===== src/rtl/seg_pkg.sv =====
// Shared definitions for the UART command framer: parser states, default
// sync marker and the frame checksum rule.
// No ports; imported by uart_cmd_framer.
package seg_pkg;

  typedef enum logic [2:0] {
    ST_SYNC = 3'd0,
    ST_CMD  = 3'd1,
    ST_DH   = 3'd2,
    ST_DL   = 3'd3,
    ST_CHK  = 3'd4
  } state_e;

  localparam logic [7:0] SYNC_BYTE_DEFAULT = 8'hAA;

  // A frame is good when CMD+DH+DL+CHK sums to zero modulo 256.
  function automatic logic checksum_ok(input logic [7:0] acc, input logic [7:0] chk);
    logic [7:0] sum;
    sum = acc + chk;
    return (sum == 8'h00);
  endfunction

endpackage


===== src/rtl/frame_timer.sv =====
// Inter-byte idle timer: counts enabled cycles, restarts on clr, saturates.
// Ports: clk, rst_n (async active-low), clr (restart at 0, has priority),
//        en (count this cycle), expired (count has reached LIMIT-1).
module frame_timer #(
  parameter int LIMIT = 130200
) (
  input  logic clk,
  input  logic rst_n,
  input  logic clr,
  input  logic en,
  output logic expired
);

  localparam int W = $clog2(LIMIT);
  localparam logic [W-1:0] LAST = W'(LIMIT - 1);

  logic [W-1:0] cnt_q, cnt_d;

  always_comb begin
    cnt_d = cnt_q;
    if (clr) begin
      cnt_d = '0;
    end else if (en && (cnt_q != LAST)) begin
      // Holding at LAST keeps expired asserted and stops any wrap.
      cnt_d = cnt_q + W'(1);
    end
  end

  always_ff @(posedge clk or negedge rst_n) begin
    if (!rst_n) begin
      cnt_q <= '0;
    end else begin
      cnt_q <= cnt_d;
    end
  end

  assign expired = (cnt_q == LAST);

endmodule


===== src/rtl/uart_cmd_framer.sv =====
// Parses SYNC,CMD,DH,DL,CHK frames from a UART receiver and publishes
// validated commands; result appears one clock after the CHK byte is consumed.
// Every offered byte is consumed the same cycle (clr_rdy = rdy), no stalling.
// Ports: clk, rst_n (async active-low); rdy/rx_data/clr_rdy (UART side);
//        cmd_rdy/cmd/data/clr_cmd_rdy (consumer side); chk_err/frm_err pulses.
module uart_cmd_framer
  import seg_pkg::*;
#(
  parameter int          TIMEOUT_CYCLES = 130200,
  parameter logic [7:0]  SYNC_BYTE      = SYNC_BYTE_DEFAULT
) (
  input  logic        clk,
  input  logic        rst_n,
  input  logic        rdy,
  input  logic [7:0]  rx_data,
  output logic        clr_rdy,
  input  logic        clr_cmd_rdy,
  output logic        cmd_rdy,
  output logic [7:0]  cmd,
  output logic [15:0] data,
  output logic        chk_err,
  output logic        frm_err
);

  state_e      state_q, state_d;
  logic [7:0]  acc_q, acc_d;
  logic [7:0]  cmd_stg_q, cmd_stg_d;
  logic [7:0]  dh_stg_q, dh_stg_d;
  logic [7:0]  dl_stg_q, dl_stg_d;
  logic [7:0]  cmd_q, cmd_d;
  logic [15:0] data_q, data_d;
  logic        cmd_rdy_q, cmd_rdy_d;
  logic        chk_err_q, chk_err_d;
  logic        frm_err_q, frm_err_d;
  logic        expired;

  // Gated by reset so the receiver never sees a consume strobe during reset.
  assign clr_rdy = rdy & rst_n;

  // Timer is held at zero in SYNC and restarted by every consumed byte,
  // which also covers entry to CMD.
  frame_timer #(.LIMIT(TIMEOUT_CYCLES)) u_timer (
    .clk     (clk),
    .rst_n   (rst_n),
    .clr     (rdy || (state_q == ST_SYNC)),
    .en      (state_q != ST_SYNC),
    .expired (expired)
  );

  always_comb begin
    state_d   = state_q;
    acc_d     = acc_q;
    cmd_stg_d = cmd_stg_q;
    dh_stg_d  = dh_stg_q;
    dl_stg_d  = dl_stg_q;
    cmd_d     = cmd_q;
    data_d    = data_q;
    // A good-frame set below overrides this clear.
    cmd_rdy_d = cmd_rdy_q & ~clr_cmd_rdy;
    chk_err_d = 1'b0;
    frm_err_d = 1'b0;

    if (rdy) begin
      // A byte in the timer's last cycle wins over the timeout.
      case (state_q)
        ST_SYNC: begin
          if (rx_data == SYNC_BYTE) begin
            state_d = ST_CMD;
            acc_d   = 8'h00;
          end
        end
        ST_CMD: begin
          cmd_stg_d = rx_data;
          acc_d     = acc_q + rx_data;
          state_d   = ST_DH;
        end
        ST_DH: begin
          dh_stg_d = rx_data;
          acc_d    = acc_q + rx_data;
          state_d  = ST_DL;
        end
        ST_DL: begin
          dl_stg_d = rx_data;
          acc_d    = acc_q + rx_data;
          state_d  = ST_CHK;
        end
        ST_CHK: begin
          if (checksum_ok(acc_q, rx_data)) begin
            cmd_d     = cmd_stg_q;
            data_d    = {dh_stg_q, dl_stg_q};
            cmd_rdy_d = 1'b1;
          end else begin
            chk_err_d = 1'b1;
          end
          state_d = ST_SYNC;
        end
        default: state_d = ST_SYNC;
      endcase
    end else if ((state_q != ST_SYNC) && expired) begin
      state_d   = ST_SYNC;
      frm_err_d = 1'b1;
    end
  end

  always_ff @(posedge clk or negedge rst_n) begin
    if (!rst_n) begin
      state_q   <= ST_SYNC;
      acc_q     <= 8'h00;
      cmd_stg_q <= 8'h00;
      dh_stg_q  <= 8'h00;
      dl_stg_q  <= 8'h00;
      cmd_q     <= 8'h00;
      data_q    <= 16'h0000;
      cmd_rdy_q <= 1'b0;
      chk_err_q <= 1'b0;
      frm_err_q <= 1'b0;
    end else begin
      state_q   <= state_d;
      acc_q     <= acc_d;
      cmd_stg_q <= cmd_stg_d;
      dh_stg_q  <= dh_stg_d;
      dl_stg_q  <= dl_stg_d;
      cmd_q     <= cmd_d;
      data_q    <= data_d;
      cmd_rdy_q <= cmd_rdy_d;
      chk_err_q <= chk_err_d;
      frm_err_q <= frm_err_d;
    end
  end

  assign cmd_rdy = cmd_rdy_q;
  assign cmd     = cmd_q;
  assign data    = data_q;
  assign chk_err = chk_err_q;
  assign frm_err = frm_err_q;

endmodule


===== config.mk =====
export PLATFORM = sky130hd
export DESIGN_NAME = uart_cmd_framer
export DESIGN_NICKNAME = d
export VERILOG_FILES = /design/src/rtl/seg_pkg.sv /design/src/rtl/frame_timer.sv /design/src/rtl/uart_cmd_framer.sv
export SDC_FILE = /design/constraint.sdc
export NUM_CORES = 1
export LEC_CHECK = 0
export BUFFER_PORTS_ARGS = -buffer_cell sky130_fd_sc_hd__buf_2
export CORE_UTILIZATION = 50
export CTS_CLUSTER_DIAMETER = 120
export DETAILED_ROUTE_END_ITERATION = 10
export PLACE_DENSITY = 0.7
export SLEW_MARGIN = 40
export SYNTH_ARGS = -nofsm -noshare
export SYNTH_HDL_FRONTEND = slang
export SYNTH_HIERARCHICAL = 1
export SYNTH_SLANG_ARGS = --single-unit

===== constraint.sdc =====
create_clock -name clk -period 3.7 [get_ports clk]
set_clock_uncertainty 0.2 [all_clocks]
set_input_delay 0 -clock clk [delete_from_list [all_inputs] [get_ports clk]]
set_output_delay 0 -clock clk [all_outputs]
set_load 0.05 [all_outputs]

==> results of run 1 <==
[layer usage]
layer	wire length, um	vias to the layer above	track usage	part of all wire
met5	0	-	0	0
met4	114	0	0.0865	0.017
met3	224	10	0.0481	0.033
met2	3230	34	0.311	0.47
met1	3280	1209	0.266	0.48
li1	-	1164	-	-
[synth_stat cells, drive strengths merged, types with 2 or more instances]
cell type,instances,area [sq um]
dfrtp,79,1980
mux2,52,657
nor2,23,86.3
nand2,17,63.8
nand3,12,60.1
o21ai,10,50.0
a21oi,9,48.8
xnor2,9,86.3
ha,8,100
nand4,6,37.5
nor2b,6,37.5
nor3,6,40.0
nor4,6,37.5
clkbuf,5,18.8
or3,5,31.3
inv,4,15.0
xor2,4,35.0
buf,3,51.3
nand2b,3,18.8
a211oi,2,25.0
a22o,2,17.5
o21bai,2,15.0
o31ai,2,15.0
o41ai,2,36.3
or4bb,2,22.5
[worst paths after layout]
path,slack (ps),depth (start not counted),endpoint
setup / recovery,570,8,cmd[5]
hold / removal,-20,2,u_timer/cnt_q[12]
setup reg to reg,570,8,cmd[5]
hold reg to reg,290,2,acc_q[4]
max in group asynchronous,2460,3,dh_stg_q[7]
min in group clk,170,3,cmd_rdy
[sequential cells by signal, summed over array words and instances, names as in the netlist]
signal         flops
acc_q              8
dh_stg_q           8
dl_stg_q           8
u_timer/cnt_q     17
state_q            3
frm_err            1
data              16
cmd                8
chk_err            1
cmd_stg_q          8
cmd_rdy            1
[worst reg2reg max path, stage by stage (launching register included)]
cell	delay (ps)
dfrtp_1	390
ha_1	230
fa_1	420
a211oi_2	220
nor2_1	90
xnor2_1	190
o2111ai_1	150
or4_4	750
mux2_4	380
[area by class of cell]
cell class / count / area [sq um] / share of cell area
repair buffers: 52 / 323 / 0.0756
well taps: 99 / 124 / 0.0290
multi-input cells: 201 / 1650 / 0.387
clock inverters: 5 / 41.3 / 0.00967
flip-flops and latches: 79 / 1980 / 0.463
inverters: 4 / 15.0 / 0.00351
clock buffers: 10 / 138 / 0.0322
[cells by family after synthesis]
| kind of cell | after synthesis |
|---|---|
| muxes | 53 |
| DFF | 79 |
| adders and majority gates | 9 |
| and+or+nand+nor | 92 |
| buffers and inverters | 12 |
| AOI/OAI and AO/OA | 34 |
| xor gates and xnor gates | 13 |
[power by group through the flow]
stage	combinational, W	clock, W	sequential, W
floorplan	0.000581	0	0.00117
global placement	0.000705	0	0.00118
detailed placement	0.000726	0	0.00119
CTS	0.000737	0.000601	0.00118
global route	0.000815	0.000630	0.00120
finish	0.000733	0.000581	0.00117
[repair_timing]
item	CTS	global route
hold buffers	11	0
setup endpoints to repair	0	0
endpoints found under the hold margin	79	0
[per-stage QoR]
stage / hold slack (ps) / util
3_5_place_dp: -153 / 0.551
5_1_grt: 50.4 / 0.592
6_report: -18.6 / 0.592
3_3_place_gp: -155 / 0.551
4_1_cts: 2.11 / 0.591
2_1_floorplan: -496 / -
==> impl_metrics.toml, run 1 <==
[status]
status = "finished, violations left"
violations = "hold timing"

[synth]
synthesis.nets = 313
synth_adder_area_share = 0.0324
synth_xor_area_frac = 0.0327
synth-edff-count = 0
avgSynthCellArea_sq_um = 12.7
ys_ff_latch = 79
yosys_most_used_dff = "dfrtp_1"
synth_top_family_by_area = "multiplexers"
synth_simple_gate_area_frac = 0.133
synth-warning-count = 6
synth_area_sq_mm = 0.00371
seq_area_frac_synth = 0.533
synth.distinct_cells = 46
async_flop_share = 1.00
synthMuxAreaShare = 0.180
synth_compound_area_frac = 0.0665
synth_cells = 292

[worst_hold_path]
hold_class = "primary input to async pin"

[global_route]
track_usage = 0.199
overflow = 0
grt_max_degree = 48
grt_pass1_wl_um = 11400
antenna_found_initial = 0
grt_pass1_vias = 2314

[timing]
fin_hold_ws_ps = -18.6
fin_crit_sh = 0.846
tightest_slew_ps = 784
final_hold_viol_count = 8
rsz0062_at_grt = "false"
finalSetupViolations = 0
slew_headroom = 0.475
setup_tns_ps = 0
slew_violations = 0
max_freq_ghz = 0.319
fin_ws_ps = 568
fin_crit_ps = 3130

[route]
wire_per_inst_um = 15.2
routed_wl_um = 6840
drcViolationCount = 0
drtIter0Drc = 95
viasPerCell = 5.37
dr.pass1.iters = 4
vias = 2417
ant_nets = 0

[place]
place_area_sq_mm = 0.00398
hpwl_um = 4640
pre_cts_slack_ps = 580
port_buffers = 39
gp_congestion = 0.883
dp_cells = 424

[critical_path]
crit_buf_inv = 0
r2r_start = "acc_q[0]"
crit_slowest_cell = "or4_4"
startpoint = "acc_q[0]"
path_max_fanout = 25
path_delay_family = "simple AND/OR/NAND/NOR gates"
path_cells = "ha_1 > fa_1 > a211oi_2 > nor2_1 > xnor2_1 > o2111ai_1 > or4_4 > mux2_4"
worstPathArrival_ps = 3170
path_class = "register to register"
cp_data_required_time_ps = 3740
critical_path.max_stage_delay_ps = 750
start_kind = "register"
endpoint_kind = "register"

[cells_and_area]
fillers = 615
layout_commonest_cell = "dfrtp_1"
layout_common_cells = "79 x dfrtp_1, 38 x buf_2, 32 x mux2_2"
syn_to_final_growth_pct = 15.2
antenna_cells = 0
final_nets = 368
drive_gt1_frac = 0.342
stdcell_area_sq_mm = 0.00427
instances_no_fill = 450

[clock_tree]
numCtsBuffers = 9
cts_tree = "done"
cts_buffer_depth = 2
post_cts_buffers = 0
clk_latency_ps = 350
clock_sinks = 79
clk_pin_slew_ps = 80
post_cts_resized = 0
htree_levels = 3
cts-root-buf = "clkbuf_8"

[floorplanning]
dieArea_sq_mm = 0.00777
initial_utilization = 0.514
fp.dieW_um = 88.1
die_y_um = 88.1
core_area_sq_mm = 0.00721
rows = 31
boundaryPins = 40

[power_and_ir_drop]
pwr-share-seq = 0.472
internal-power_w = 0.00167
sw_frac_of_total = 0.331
pwr-share-comb = 0.295
p_leak_nw = 2.05
power_w = 0.00249
p_per_area_mw_per_mm2 = 582
p_sw_w = 0.000822
p_clk_frac = 0.233
ir_drop_mv = 0.333

[job]
max-cap-violations = 0
Power figures use the tool's default switching activity.
==> run 2: changes to the inputs <==
clock period = 3.1 ns   (was 3.7 ns; I/O delays follow)
==> run 2 against run 1 <==
  * The run now ends clean
  * Sequential share of layout area is 0.39 points lower
  * Global-route usage increased by 0.48 points
  * Final cell count grew 1.1%
  * Hold slack gained 66 ps
  * Flip-flop and latch count did not move
  * Routed wire length rose by 2.5%
  * Highest routed layer unchanged
==> impl_metrics.toml, run 2 (synthesis gave the netlist of run 1 again) <==
[power_and_ir_drop]
ir_drop_mv = 0.435
p_leak_nw = 2.08
p_per_area_mw_per_mm2 = 696

[critical_path]
critical_path.max_stage_delay_ps = 520
crit_buf_inv = 1
rrSetupSlack_ps = 70
endpoint_kind = "register"
startpoint = "acc_q[0]"
crit_slowest_cell = "or4_4"
worstSetupEndpoint = "cmd[7]"
r2r-end = "cmd[7]"
path_class = "register to register"
path_delay_family = "simple AND/OR/NAND/NOR gates"
r2r_start = "acc_q[0]"
worstPathArrival_ps = 3060
reg2regPathDepth = 9
cp_data_required_time_ps = 3130
cp_num_cells = 9
path_cells = "ha_1 > fa_2 > a211oi_2 > nor2_1 > xnor2_1 > o2111ai_1 > or4_4 > buf_12 > mux2_4"
path_max_fanout = 25
start_kind = "register"

[place]
port_buffers = 39
dp_cells = 428
hpwl_um = 4820
gp_congestion = 0.859
place_area_sq_mm = 0.00402

[floorplanning]
dieArea_sq_mm = 0.00777
fp.dieW_um = 88.1
initial_utilization = 0.514
boundaryPins = 40
die_y_um = 88.1
core_area_sq_mm = 0.00721
rows = 31

[clock_tree]
htree_levels = 3
cts_tree = "done"
clk_latency_ps = 350
cts_buffer_depth = 2
numCtsBuffers = 9
post_cts_buffers = 0
clock_sinks = 79
cts-root-buf = "clkbuf_8"
clk_pin_slew_ps = 90

[timing]
fin_crit_sh = 0.976
max_freq_ghz = 0.330
slew_violations = 0
final_hold_viol_count = 0
tightest_slew_ps = 791
fin_crit_ps = 3030
rsz0062_at_grt = "true"
finalSetupViolations = 0
slew_headroom = 0.470

[cells_and_area]
final_core_util = 0.597
final_nets = 372
largest_register_ffs = 17
layout_commonest_cell = "dfrtp_1"
instances_no_fill = 455
largest_register = "u_timer/cnt_q"
syn_to_final_growth_pct = 16.2
layout_common_cells = "79 x dfrtp_1, 38 x buf_2, 32 x mux2_2"
antenna_cells = 0
drive_gt1_frac = 0.348
stdcell_area_sq_mm = 0.00431

[route]
wl_met2_um = 3400
routed_wl_um = 7010
drtIter0Drc = 74
viasPerCell = 5.38
met1_length_um = 3350
vias = 2448
ant_nets = 0
wl_met3_um = 150
wire_per_inst_um = 15.4
drcViolationCount = 0
dr.pass1.iters = 4
maxUsedRoutingLayer = "met4"

[global_route]
track_usage = 0.204
grt_pass1_vias = 2405
grt_pass1_wl_um = 11800
antenna_found_initial = 0
overflow = 0
grt_max_degree = 59

[job]
max-cap-violations = 0

[worst_hold_path]
hold_class = "primary input to async pin"

[status]
status = "finished clean"
-- run 2: stage by stage --
step / hold WS (ps) / worst slack (ps) / total power, W / TNS, ps
floorplan: -496 / 143 / 0.00209 / 0
global placement: -98.6 / 118 / 0.00228 / 0
detailed placement: -87.9 / 73.6 / 0.00232 / 0
CTS: 70.6 / 47.3 / 0.00302 / 0
global route: 136 / -23.8 / 0.00321 / -230
finish: 47.7 / 73.5 / 0.00300 / 0
-- run 2: power by group --
part	total [W]	internal (W)	switching, W
logic	0.000905	0.000431	0.000473
registers	0.00140	0.00126	0.000141
clock network	0.000690	0.000299	0.000391
total	0.00300	0.00199	0.00101
-- run 2: metal layers --
metal	global-route usage	vias to the layer above
li1	-	1186
met1	0.281	1221
met2	0.323	30
met3	0.0339	11
met4	0.0836	0
met5	0	-
-- run 2: timing repair --
item | 4_1_cts | 5_1_grt
hold buffers | 11 | 0
hold endpoints to repair | 88 | 0
endpoints found under the setup margin | 0 | 24
resized for setup | 0 | 1
-- run 2: layout make-up --
class,instances,area [sq um]
repair buffers,56,365
flip-flops and latches,79,1980
fillers,618,2910
well taps,99,124
clock inverters,7,53.8
multi-input cells,201,1650
clock buffers,9,124
inverters,4,15.0
-- run 2: worst min path at each step --
stage          start           endpoint  slack (ps)  cells after the start
2_1_floorplan  rst_n           acc_q[0]        -500                      0
3_3_place_gp   rst_n  u_timer/cnt_q[14]        -100                      1
3_5_place_dp   rst_n  u_timer/cnt_q[14]         -90                      1
4_1_cts        rst_n             cmd[2]          70                      2
5_1_grt        rst_n            data[5]         140                      2
6_report       rst_n  u_timer/cnt_q[15]          50                      2
